--- src/rtl/reg_8x64b_rd_arb_pkg.sv ---
// Shared constants and response-slot state encoding for the register-file read arbiter.
package reg_8x64b_rd_arb_pkg;

  localparam int DATA_W = 64;
  localparam int ADDR_W = 3;

  typedef enum logic {
    SLOT_EMPTY = 1'b0,
    SLOT_FULL  = 1'b1
  } slot_state_e;

endpackage

--- src/rtl/reg_8x64b_rd_arb_rd_rsp_slot.sv ---
// One-entry response buffer for a single read client: EMPTY/FULL FSM, snapshot data
// register, and the eligibility signal the arbiter uses to decide whether a grant can land.
module reg_8x64b_rd_arb_rd_rsp_slot
  import reg_8x64b_rd_arb_pkg::*;
(
  input  logic              clk,
  input  logic              rst,
  input  logic              i_req_valid,
  input  logic              i_rsp_ready,
  input  logic              i_grant,
  input  logic [DATA_W-1:0] i_cap_data,
  output logic              o_eligible,
  output logic              o_rsp_valid,
  output logic [DATA_W-1:0] o_rsp_data,
  output slot_state_e       o_state
);

  slot_state_e       r_state;
  logic [DATA_W-1:0] r_data;

  // A full slot can still take a new grant when the client drains it in the same cycle.
  assign o_eligible  = i_req_valid && ((r_state == SLOT_EMPTY) || i_rsp_ready);
  assign o_rsp_valid = (r_state == SLOT_FULL);
  assign o_rsp_data  = r_data;
  assign o_state     = r_state;

  always_ff @(posedge clk or negedge rst) begin
    if (!rst) begin
      r_state <= SLOT_EMPTY;
      r_data  <= '0;
    end else begin
      case (r_state)
        SLOT_EMPTY: begin
          if (i_grant) begin
            r_state <= SLOT_FULL;
            r_data  <= i_cap_data;
          end
        end
        SLOT_FULL: begin
          if (i_grant) begin
            r_state <= SLOT_FULL;
            r_data  <= i_cap_data;
          end else if (i_rsp_ready) begin
            r_state <= SLOT_EMPTY;
          end
        end
        default: r_state <= SLOT_EMPTY;
      endcase
    end
  end

endmodule

--- src/rtl/reg_8x64b_rd_arb.sv ---
// Round-robin front end sharing the register file's single read port between two clients,
// with write-port snooping so a same-cycle write to the read entry is forwarded.
module reg_8x64b_rd_arb
  import reg_8x64b_rd_arb_pkg::*;
(
  input  logic              clk,
  input  logic              rst,
  input  logic              c0_req_valid,
  input  logic [ADDR_W-1:0] c0_req_addr,
  output logic              c0_req_ready,
  output logic              c0_rsp_valid,
  output logic [DATA_W-1:0] c0_rsp_data,
  input  logic              c0_rsp_ready,
  input  logic              c1_req_valid,
  input  logic [ADDR_W-1:0] c1_req_addr,
  output logic              c1_req_ready,
  output logic              c1_rsp_valid,
  output logic [DATA_W-1:0] c1_rsp_data,
  input  logic              c1_rsp_ready,
  output logic [ADDR_W-1:0] rf_rd_addr,
  input  logic [DATA_W-1:0] rf_rd_data,
  input  logic              rf_wr_en,
  input  logic [ADDR_W-1:0] rf_wr_addr,
  input  logic [DATA_W-1:0] rf_wr_data
);

  // Handshake: a request transfers when req_valid && req_ready; a response transfers when
  // rsp_valid && rsp_ready. Ungranted requests must be held stable by the client.

  logic              r_last_grant;
  logic              w_elig0;
  logic              w_elig1;
  logic              w_grant0;
  logic              w_grant1;
  logic [DATA_W-1:0] w_cap_data;
  slot_state_e       w_state0;
  slot_state_e       w_state1;

  // r_last_grant == 1 means client 1 was served last, so client 0 wins the next contention.
  assign w_grant0 = w_elig0 && (!w_elig1 || r_last_grant);
  assign w_grant1 = w_elig1 && (!w_elig0 || !r_last_grant);

  assign c0_req_ready = w_grant0;
  assign c1_req_ready = w_grant1;

  assign rf_rd_addr = w_grant0 ? c0_req_addr :
                      w_grant1 ? c1_req_addr : '0;

  assign w_cap_data = (rf_wr_en && (rf_wr_addr == rf_rd_addr)) ? rf_wr_data : rf_rd_data;

  always_ff @(posedge clk or negedge rst) begin
    if (!rst) begin
      r_last_grant <= 1'b1;
    end else if (w_grant0) begin
      r_last_grant <= 1'b0;
    end else if (w_grant1) begin
      r_last_grant <= 1'b1;
    end
  end

  reg_8x64b_rd_arb_rd_rsp_slot u_slot0 (
    .clk         (clk),
    .rst         (rst),
    .i_req_valid (c0_req_valid),
    .i_rsp_ready (c0_rsp_ready),
    .i_grant     (w_grant0),
    .i_cap_data  (w_cap_data),
    .o_eligible  (w_elig0),
    .o_rsp_valid (c0_rsp_valid),
    .o_rsp_data  (c0_rsp_data),
    .o_state     (w_state0)
  );

  reg_8x64b_rd_arb_rd_rsp_slot u_slot1 (
    .clk         (clk),
    .rst         (rst),
    .i_req_valid (c1_req_valid),
    .i_rsp_ready (c1_rsp_ready),
    .i_grant     (w_grant1),
    .i_cap_data  (w_cap_data),
    .o_eligible  (w_elig1),
    .o_rsp_valid (c1_rsp_valid),
    .o_rsp_data  (c1_rsp_data),
    .o_state     (w_state1)
  );

endmodule

--- config.mk ---
export PLATFORM = sky130hd
export DESIGN_NAME = reg_8x64b_rd_arb
export DESIGN_NICKNAME = d
export VERILOG_FILES = /design/src/rtl/reg_8x64b_rd_arb_pkg.sv /design/src/rtl/reg_8x64b_rd_arb_rd_rsp_slot.sv /design/src/rtl/reg_8x64b_rd_arb.sv
export SDC_FILE = /design/constraint.sdc
export NUM_CORES = 1
export LEC_CHECK = 0
export ABC_AREA = 1
export BUFFER_PORTS_ARGS = -buffer_cell sky130_fd_sc_hd__buf_2
export CELL_PAD_IN_SITES_DETAIL_PLACEMENT = 0
export CELL_PAD_IN_SITES_GLOBAL_PLACEMENT = 1
export CORE_MARGIN = 5
export CORE_UTILIZATION = 36
export CTS_CLUSTER_SIZE = 10
export DETAILED_ROUTE_END_ITERATION = 12
export GPL_ROUTABILITY_DRIVEN = 0
export GPL_TIMING_DRIVEN = 0
export PLACE_DENSITY_LB_ADDON = 0.1
export SYNTH_ARGS = -nofsm -noshare
export SYNTH_HDL_FRONTEND = slang
export SYNTH_SLANG_ARGS = --single-unit
--- constraint.sdc ---
create_clock -name clk -period 3.6 [get_ports clk]
set_input_delay 0.18 -clock clk [delete_from_list [all_inputs] [get_ports clk]]
set_output_delay 0.18 -clock clk [all_outputs]
set_load 0.03 [all_outputs]
==> flow_summary.yaml, run 1 <==
status:
  outcome: "finished clean"
final_layout:
  syn_to_final_growth_pct: 35.7
  drive_above_1_share_pct: 28.8
  cell_count_final_fillers_out: 1407
  nNetsFinal: 1310
  fillers: 1855
critical_path:
  critical_path.max_stage_delay_ns: 0.53
  worstPathMaxFanout: 10
  worst_ep_arrival_time_ns: 2.12
  critical_path_required_ns: 3.42
  startpoint_type_of_the_worst_setup_path: "flip-flop"
  timing.critical_path.to_type: "primary output"
  path_cells: "inv_1, nand3_2, nand2_1, inv_1, clkbuf_1, buf_2"
  worst_path_most_repeated_cell: "inv_1"
  timing.critical_path.slowest_stage_cell: "dfstp_2"
  timing.critical_path.buf_inv: 4
  top_delay_family_on_crit_path: "buffers and inverters"
  timing_worst_setup_path_type: "flip-flop to primary output"
drt:
  dr.first_iter.drc_count: 275
  drt-total-wl_um: 22300
  drt_antenna_net_count: 0
  avgViaCountPerCell: 4.65
  remaining_drc_errors: 0
  routed_len_inst_um: 15.8
  dr_total_vias: 6545
  first_pass_iters: 5
placed_design:
  detailedPlacementHpwl_um: 16100
  place.port_buffers: 278
  dpl.cell_count: 1371
clock_network:
  postCtsResizedCells: 0
  cts_tree: "yes"
  htreeDepth: 4
  cts.path.max_buffers: 2
  clkSinkCount: 131
  clock_tree.root_cell: "clkbuf_16"
  worstSkewPairLatency_ns: 0.42
  clkTransAtPathRegs_ns: 0.05
  post-cts-setup-buffer-count: 0
  cts_hold_buffers: 1
  numCtsBuffers: 17
sta:
  finalHoldViolCount: 0
  fin_skew_ns: 0.00938
  period_needed_ns: 2.30
  timing.final.max_slew_violations: 0
  setup_violations: 0
  layout_worst_path_cycle_share_pct: 63.9
  hold_ws_ns: 0.0499
  slew-limit-headroom_pct: 53.5
  tightestPinTransition_ns: 0.697
  rsz0062_at_grt: "no"
  tns_ns: 0
  timing.fmax_ghz: 0.435
power:
  cellInternalPower_mw: 3.50
  logic_pwr_share_pct: 37.9
  worst_ir_drop_vdd_mv: 0.339
  p_switching_mw: 2.51
  clockPowerShare_pct: 27.4
  power.sequential.fraction_pct: 34.7
  power.leakage_nw: 5.35
  power.switching_fraction_pct: 41.7
  cellPowerDensity_mw_per_mm2: 692
grt:
  gr-total-overflow: 0
  antenna_found_initial: 3
  grt.met2_usage_pct: 34.0
  use_met1_pct: 28.7
  wire_length_of_the_first_global_routing_pass_um: 34300
  via_count_of_the_first_global_routing_pass: 6426
  grt_busiest_layer: "met2"
  grt_start_max_net_pins: 71
  grtUsageTotal_pct: 21.4
  use_met3_pct: 6.30
floorplan:
  core_area_mm2: 0.0174
  ioPinCount: 279
  floorplan.initialDensity_pct: 36.8
  fp.dieW_um: 143
  core.rowCount: 48
  chipHeight_um: 143
  dieArea_mm2: 0.0205
logic_synthesis:
  post_synth_inst_count: 867
  avgSynthCellArea_um2: 7.38
  synth_seq_cells: 131
  synthesis.yosys.warnings: 0
  syn_nets: 1011
  synth.cell_area_mm2: 0.00639
  seq_area_frac_synth_pct: 51.3
  distinct_cell_type_count_of_the_synthesized_netlist: 19
flow_run:
  drv.max_cap_violation_count: 0
worst_hold_path:
  holdCritPathClass: "input pin to flip-flop"
## state kept, by name, summed over array words and instances (netlist names)
register / count
u_slot1.o_rsp_valid: 1
u_slot0.o_rsp_valid: 1
r_last_grant: 1
u_slot1.o_rsp_data: 64
u_slot0.o_rsp_data: 64
## power by group through the flow
stage	logic [mW]	registers, mW	clock network, mW
finish	2.28	2.08	1.65
global route	2.47	2.13	1.75
CTS	2.31	2.08	1.68
detailed placement	2.30	2.10	0
global placement	2.28	2.10	0
floorplan	0.665	2.91	0
## placed cells by master (no fill, tap or decap), types with 2 or more instances in the layout
master and instances:
diode_2 3, dfrtp_1 130, clkbuf_1 19, inv_2 2, buf_6 2, nand3_1 204, clkinv_2 4, clkbuf_16 17
buf_1 10, inv_1 136, clkbuf_8 3, clkinvlp_4 4, nand2_1 337, nor2_2 2, buf_2 291, buf_4 7
## cells in the mapped netlist
master    instances  area [µm²]
a21boi_2          1        11.3
inv_1           136         510
o21ai_0           1        5.00
clkbuf_1         16        60.1
nand3b_1          1        7.51
nand2_1         337        1260
nor2_4            1        11.3
buf_4             7        52.6
dfstp_2           1        26.3
buf_6             1        11.3
a21oi_4           1        16.3
buf_2            14        70.1
inv_2             2        7.51
nor2_2            2        12.5
nand3_2           1        10.0
nand2_2           1        6.26
nand3_1         204        1020
dfrtp_1         130        3250
buf_1            10        37.5
## per-layer routing
| layer | share of wire, % | vias to the layer above |
|---|---|---|
| li1 | - | 3263 |
| met1 | 44 | 3039 |
| met2 | 47 | 224 |
| met3 | 7.9 | 19 |
| met4 | 1.3 | 0 |
| met5 | 0 | - |
## worst min-delay path: cells and delay by family
kind	cells	cell delay [ns]
simple gates	2	0.12
buf+inv	2	0.12
## path summary, 6_finish.rpt
kind | start | end | slack, ns | depth (start not counted)
max in group asynchronous | rst | u_slot1.o_rsp_data[26] | 2.49 | 3
min reg2reg | u_slot1.o_rsp_data[1] | u_slot1.o_rsp_data[1] | 0.47 | 2
max | r_last_grant | c0_req_ready | 1.30 | 6
max reg2reg | r_last_grant | u_slot1.o_rsp_data[31] | 1.45 | 6
min | c0_rsp_ready | u_slot0.o_rsp_valid | 0.05 | 4
min in group asynchronous | rst | u_slot0.o_rsp_data[56] | 0.34 | 2
## area by class of cell
| cell class | count | area, µm² | area share (%) |
|---|---|---|---|
| antenna | 3 | 7.51 | 0.0865 |
| buffer | 48 | 231 | 2.67 |
| clock buffer | 23 | 478 | 5.51 |
| clock inverter | 9 | 80.1 | 0.923 |
| inverter | 138 | 518 | 5.97 |
| multi-input combinational | 550 | 2370 | 27.3 |
| sequential | 131 | 3280 | 37.8 |
| tap | 225 | 282 | 3.24 |
| timing repair buffer | 280 | 1440 | 16.5 |
## stage by stage
stage	util [%]	setup slack [ns]	area, µm²	power, mW
after floorplan	-	1.60	6390	3.57
after global placement	46.5	0.404	8070	4.39
after detailed placement	46.7	1.43	8100	4.40
after CTS	49.9	1.27	8670	6.07
after global routing	50.0	1.14	8680	6.35
final	50.0	1.30	8680	6.01
## logic make-up after synthesis
logic type | count (synthesis) | share of synthesized area [%]
and+or+nand+nor | 547 | 36.5
buffers and inverters | 186 | 11.7
DFF | 131 | 51.3
AOI/OAI and AO/OA | 3 | 0.509
(Power assumes the default switching activity.)
==> run 2: changes to the inputs <==
--- a/config.mk
+++ b/config.mk
@@ -5,12 +5,12 @@
 export SDC_FILE = /design/constraint.sdc
 export NUM_CORES = 1
 export LEC_CHECK = 0
-export ABC_AREA = 1
+export ABC_AREA = 0
 export BUFFER_PORTS_ARGS = -buffer_cell sky130_fd_sc_hd__buf_2
 export CELL_PAD_IN_SITES_DETAIL_PLACEMENT = 0
 export CELL_PAD_IN_SITES_GLOBAL_PLACEMENT = 1
 export CORE_MARGIN = 5
-export CORE_UTILIZATION = 36
+export CORE_UTILIZATION = 33
 export CTS_CLUSTER_SIZE = 10
 export DETAILED_ROUTE_END_ITERATION = 12
 export GPL_ROUTABILITY_DRIVEN = 0
==> constraint.sdc (replaced) <==
create_clock -name clk -period 1.92 [get_ports clk]
set_input_delay 0.096 -clock clk [delete_from_list [all_inputs] [get_ports clk]]
set_output_delay 0.096 -clock clk [all_outputs]
set_load 0.03 [all_outputs]
==> flow_summary.yaml, run 2 <==
logic_synthesis:
  netlist_top_cells_count: "dfrtp_1 (130), a31oi_1 (129), nor2_1 (128)"
  ys.flop_type: "dfrtp_1"
  distinct_cell_type_count_of_the_synthesized_netlist: 24
  avgSynthCellArea_um2: 10.0
  yosysTopAreaCellShare_pct: 47.5
  syn_nets: 827
  post_synth_edffs: 0
  post_synth_main_area_contributors: "dfrtp_1 (47%), o41ai_2 (14%), a31oi_1 (12%)"
  seq_area_frac_synth_pct: 47.9
  synth_area_leader: "dfrtp_1"
  synth.cell_area_mm2: 0.00685
  synthesis.yosys.warnings: 0
  synth-async-reset-ratio_pct: 100
  post_synth_inst_count: 683
  yosys.cell_count.top_type: "dfrtp_1"
  synth_seq_cells: 131
clock_network:
  worstSkewPairLatency_ns: 0.42
  clkSinkCount: 131
  htreeDepth: 4
  cts_tree: "yes"
  clock_tree.root_cell: "clkbuf_16"
  clkTransAtPathRegs_ns: 0.06
  cts.path.max_buffers: 2
  numCtsBuffers: 17
drt:
  drt-total-wl_um: 28500
  avgViaCountPerCell: 5.37
  dr_total_vias: 7252
  drt_antenna_net_count: 0
  routed_len_inst_um: 21.1
  dr.first_iter.drc_count: 337
  first_pass_iters: 4
  remaining_drc_errors: 0
flow_run:
  drv.max_cap_violation_count: 0
power:
  worst_ir_drop_vdd_mv: 0.818
  power.leakage_nw: 4.97
  cellPowerDensity_mw_per_mm2: 1180
  post-layout-total-power_mw: 13.7
status:
  violations: "setup timing"
  outcome: "finished with violations"
placed_design:
  place.port_buffers: 277
  detailedPlacementHpwl_um: 19400
  dpl.cell_count: 1231
  placed_cell_area_mm2: 0.00905
final_layout:
  cell_count_final_fillers_out: 1351
  final_common_cell: "buf_2"
  nNetsFinal: 1210
  layout.cells.most_common_list: "buf_2 (271), nor2_1 (128), dfrtp_1 (128)"
  fin_util_pct: 56.9
  finalInstanceArea_mm2: 0.0116
  drive_above_1_share_pct: 47.0
  syn_to_final_growth_pct: 69.0
floorplan:
  core_area_mm2: 0.0204
  ioPinCount: 279
  chipHeight_um: 154
  dieArea_mm2: 0.0237
  core.rowCount: 52
  fp.dieW_um: 154
  floorplan.initialDensity_pct: 33.6
critical_path:
  timing_worst_setup_path_type: "flip-flop to flip-flop"
  worstPathMaxFanout: 10
  critical_path_required_ns: 2.18
  worst_ep_arrival_time_ns: 2.78
  path_cells: "nor2b_4, buf_12, a311oi_4, buf_12, a22oi_4, xnor2_2, buf_6, buf_12, buf_12, o41ai_4, a31oi_2"
  worst_path_most_repeated_cell: "buf_12"
  timing.critical_path.slowest_stage_cell: "o41ai_4"
  startpoint_type_of_the_worst_setup_path: "flip-flop"
  timing.critical_path.to_type: "flip-flop"
  critical_path.max_stage_delay_ns: 0.44
sta:
  fin_skew_ns: 0.0104
  setup_violations: 132
  layout_worst_path_cycle_share_pct: 131
  rsz0062_at_grt: "yes"
  tightestPinTransition_ns: 1.22
  period_needed_ns: 2.52
  timing.fmax_ghz: 0.397
  postLayoutSetupSlackWorst_ns: -0.600
  slew-limit-headroom_pct: 18.9
  finalHoldViolCount: 0
  timing.final.max_slew_violations: 0
  hold_ws_ns: 0.0400
grt:
  grtUsageTotal_pct: 23.5
  antenna_found_initial: 3
  grt_start_max_net_pins: 68
  wire_length_of_the_first_global_routing_pass_um: 44000
  via_count_of_the_first_global_routing_pass: 7548
  gr-total-overflow: 0
worst_hold_path:
  holdCritPathClass: "input pin to flip-flop"
run 2: cell types whose count changed in the layout (fill, tap and decap cells not counted), moves of 12 or more:
| cell | before | now |
|---|---|---|
| nand2_1 | 337 | 64 |
| or4_1 | 0 | 20 |
| buf_2 | 291 | 271 |
| nor2_1 | 0 | 128 |
| dlygate4sd3_1 | 1 | 67 |
| buf_12 | 0 | 14 |
| or4_4 | 0 | 44 |
| clkbuf_1 | 19 | 42 |
| nand3_1 | 204 | 0 |
| inv_1 | 136 | 3 |
| o41ai_4 | 0 | 61 |
| a31oi_2 | 0 | 12 |
| a31oi_1 | 0 | 114 |
run 2: power breakdown:
group          leakage, nW  switching (mW)  total [mW]  internal [mW]
logic                 3.25            4.17        6.31           2.15
registers             1.44           0.477        4.03           3.55
clock network        0.281            1.24        3.32           2.07
total                 4.97            5.89        13.7           7.77
run 2: layer usage:
| layer | global-route usage [%] | vias up | share of wire (%) |
|---|---|---|---|
| li1 | - | 3389 | - |
| met1 | 31.9 | 3598 | 44 |
| met2 | 38.6 | 236 | 50 |
| met3 | 4.24 | 29 | 4.8 |
| met4 | 6.27 | 0 | 1.4 |
| met5 | 0 | - | 0 |
run 2: cell families (layout without fill, tap and decap cells):
| group | count (synthesis) | in the layout | share of synthesized area [%] |
|---|---|---|---|
| AND/OR/NAND/NOR | 259 | 259 | 17.9 |
| AO/OA/AOI/OAI | 200 | 200 | 28.1 |
| flip-flops | 131 | 131 | 47.9 |
| buffers and inverters | 90 | 485 | 5.70 |
| XOR/XNOR | 3 | 3 | 0.384 |
| other | 0 | 3 | 0 |
run 2: worst paths after layout:
check | from | slack, ns | depth (start not counted) | to
hold / removal | rf_wr_data[29] | 0.04 | 4 | u_slot0.o_rsp_data[29]
max in group asynchronous | rst | 0.89 | 3 | u_slot0.o_rsp_data[17]
hold reg to reg | u_slot0.o_rsp_valid | 0.50 | 1 | u_slot0.o_rsp_valid
min in group asynchronous | rst | 0.25 | 2 | u_slot0.o_rsp_data[46]
setup reg to reg | u_slot1.o_rsp_valid | -0.60 | 11 | u_slot0.o_rsp_data[9]
setup / recovery | u_slot1.o_rsp_valid | -0.60 | 11 | u_slot0.o_rsp_data[9]
run 2: what timing repair did:
action                     CTS  global route
hold endpoints to repair   193             0
hold buffers                67             0
setup buffers               12             6
pin swaps                   99            57
resized for setup          162            44
cloned                       4             0
setup endpoints to repair  135           134
run 2: area by class of cell:
cell class | instances | area [µm²]
sequential | 131 | 3280
antenna | 3 | 7.51
clock buffer | 23 | 458
tap | 270 | 338
inverter | 6 | 27.5
multi-input combinational | 462 | 4190
fill | 1828 | 8790
timing repair buffer | 365 | 2360
buffer | 83 | 783
clock inverter | 8 | 129
run 2: metrics by stage:
step                setup slack [ns]  setup TNS (ns)
floorplan                     -0.465          -57.86
global placement               -1.51         -259.16
detailed placement            -0.829         -101.15
CTS                           -0.572          -68.87
global route                  -0.685          -80.31
finish                        -0.600          -67.93
run 2: critical path: cells and delay by family (launching register included):
kind                      cells  cell delay, ns
AOI/OAI and AO/OA             4            0.89
xor gates and xnor gates      1            0.14
buffers and inverters         5            0.78
DFF                           1            0.39
and+or+nand+nor               1            0.14
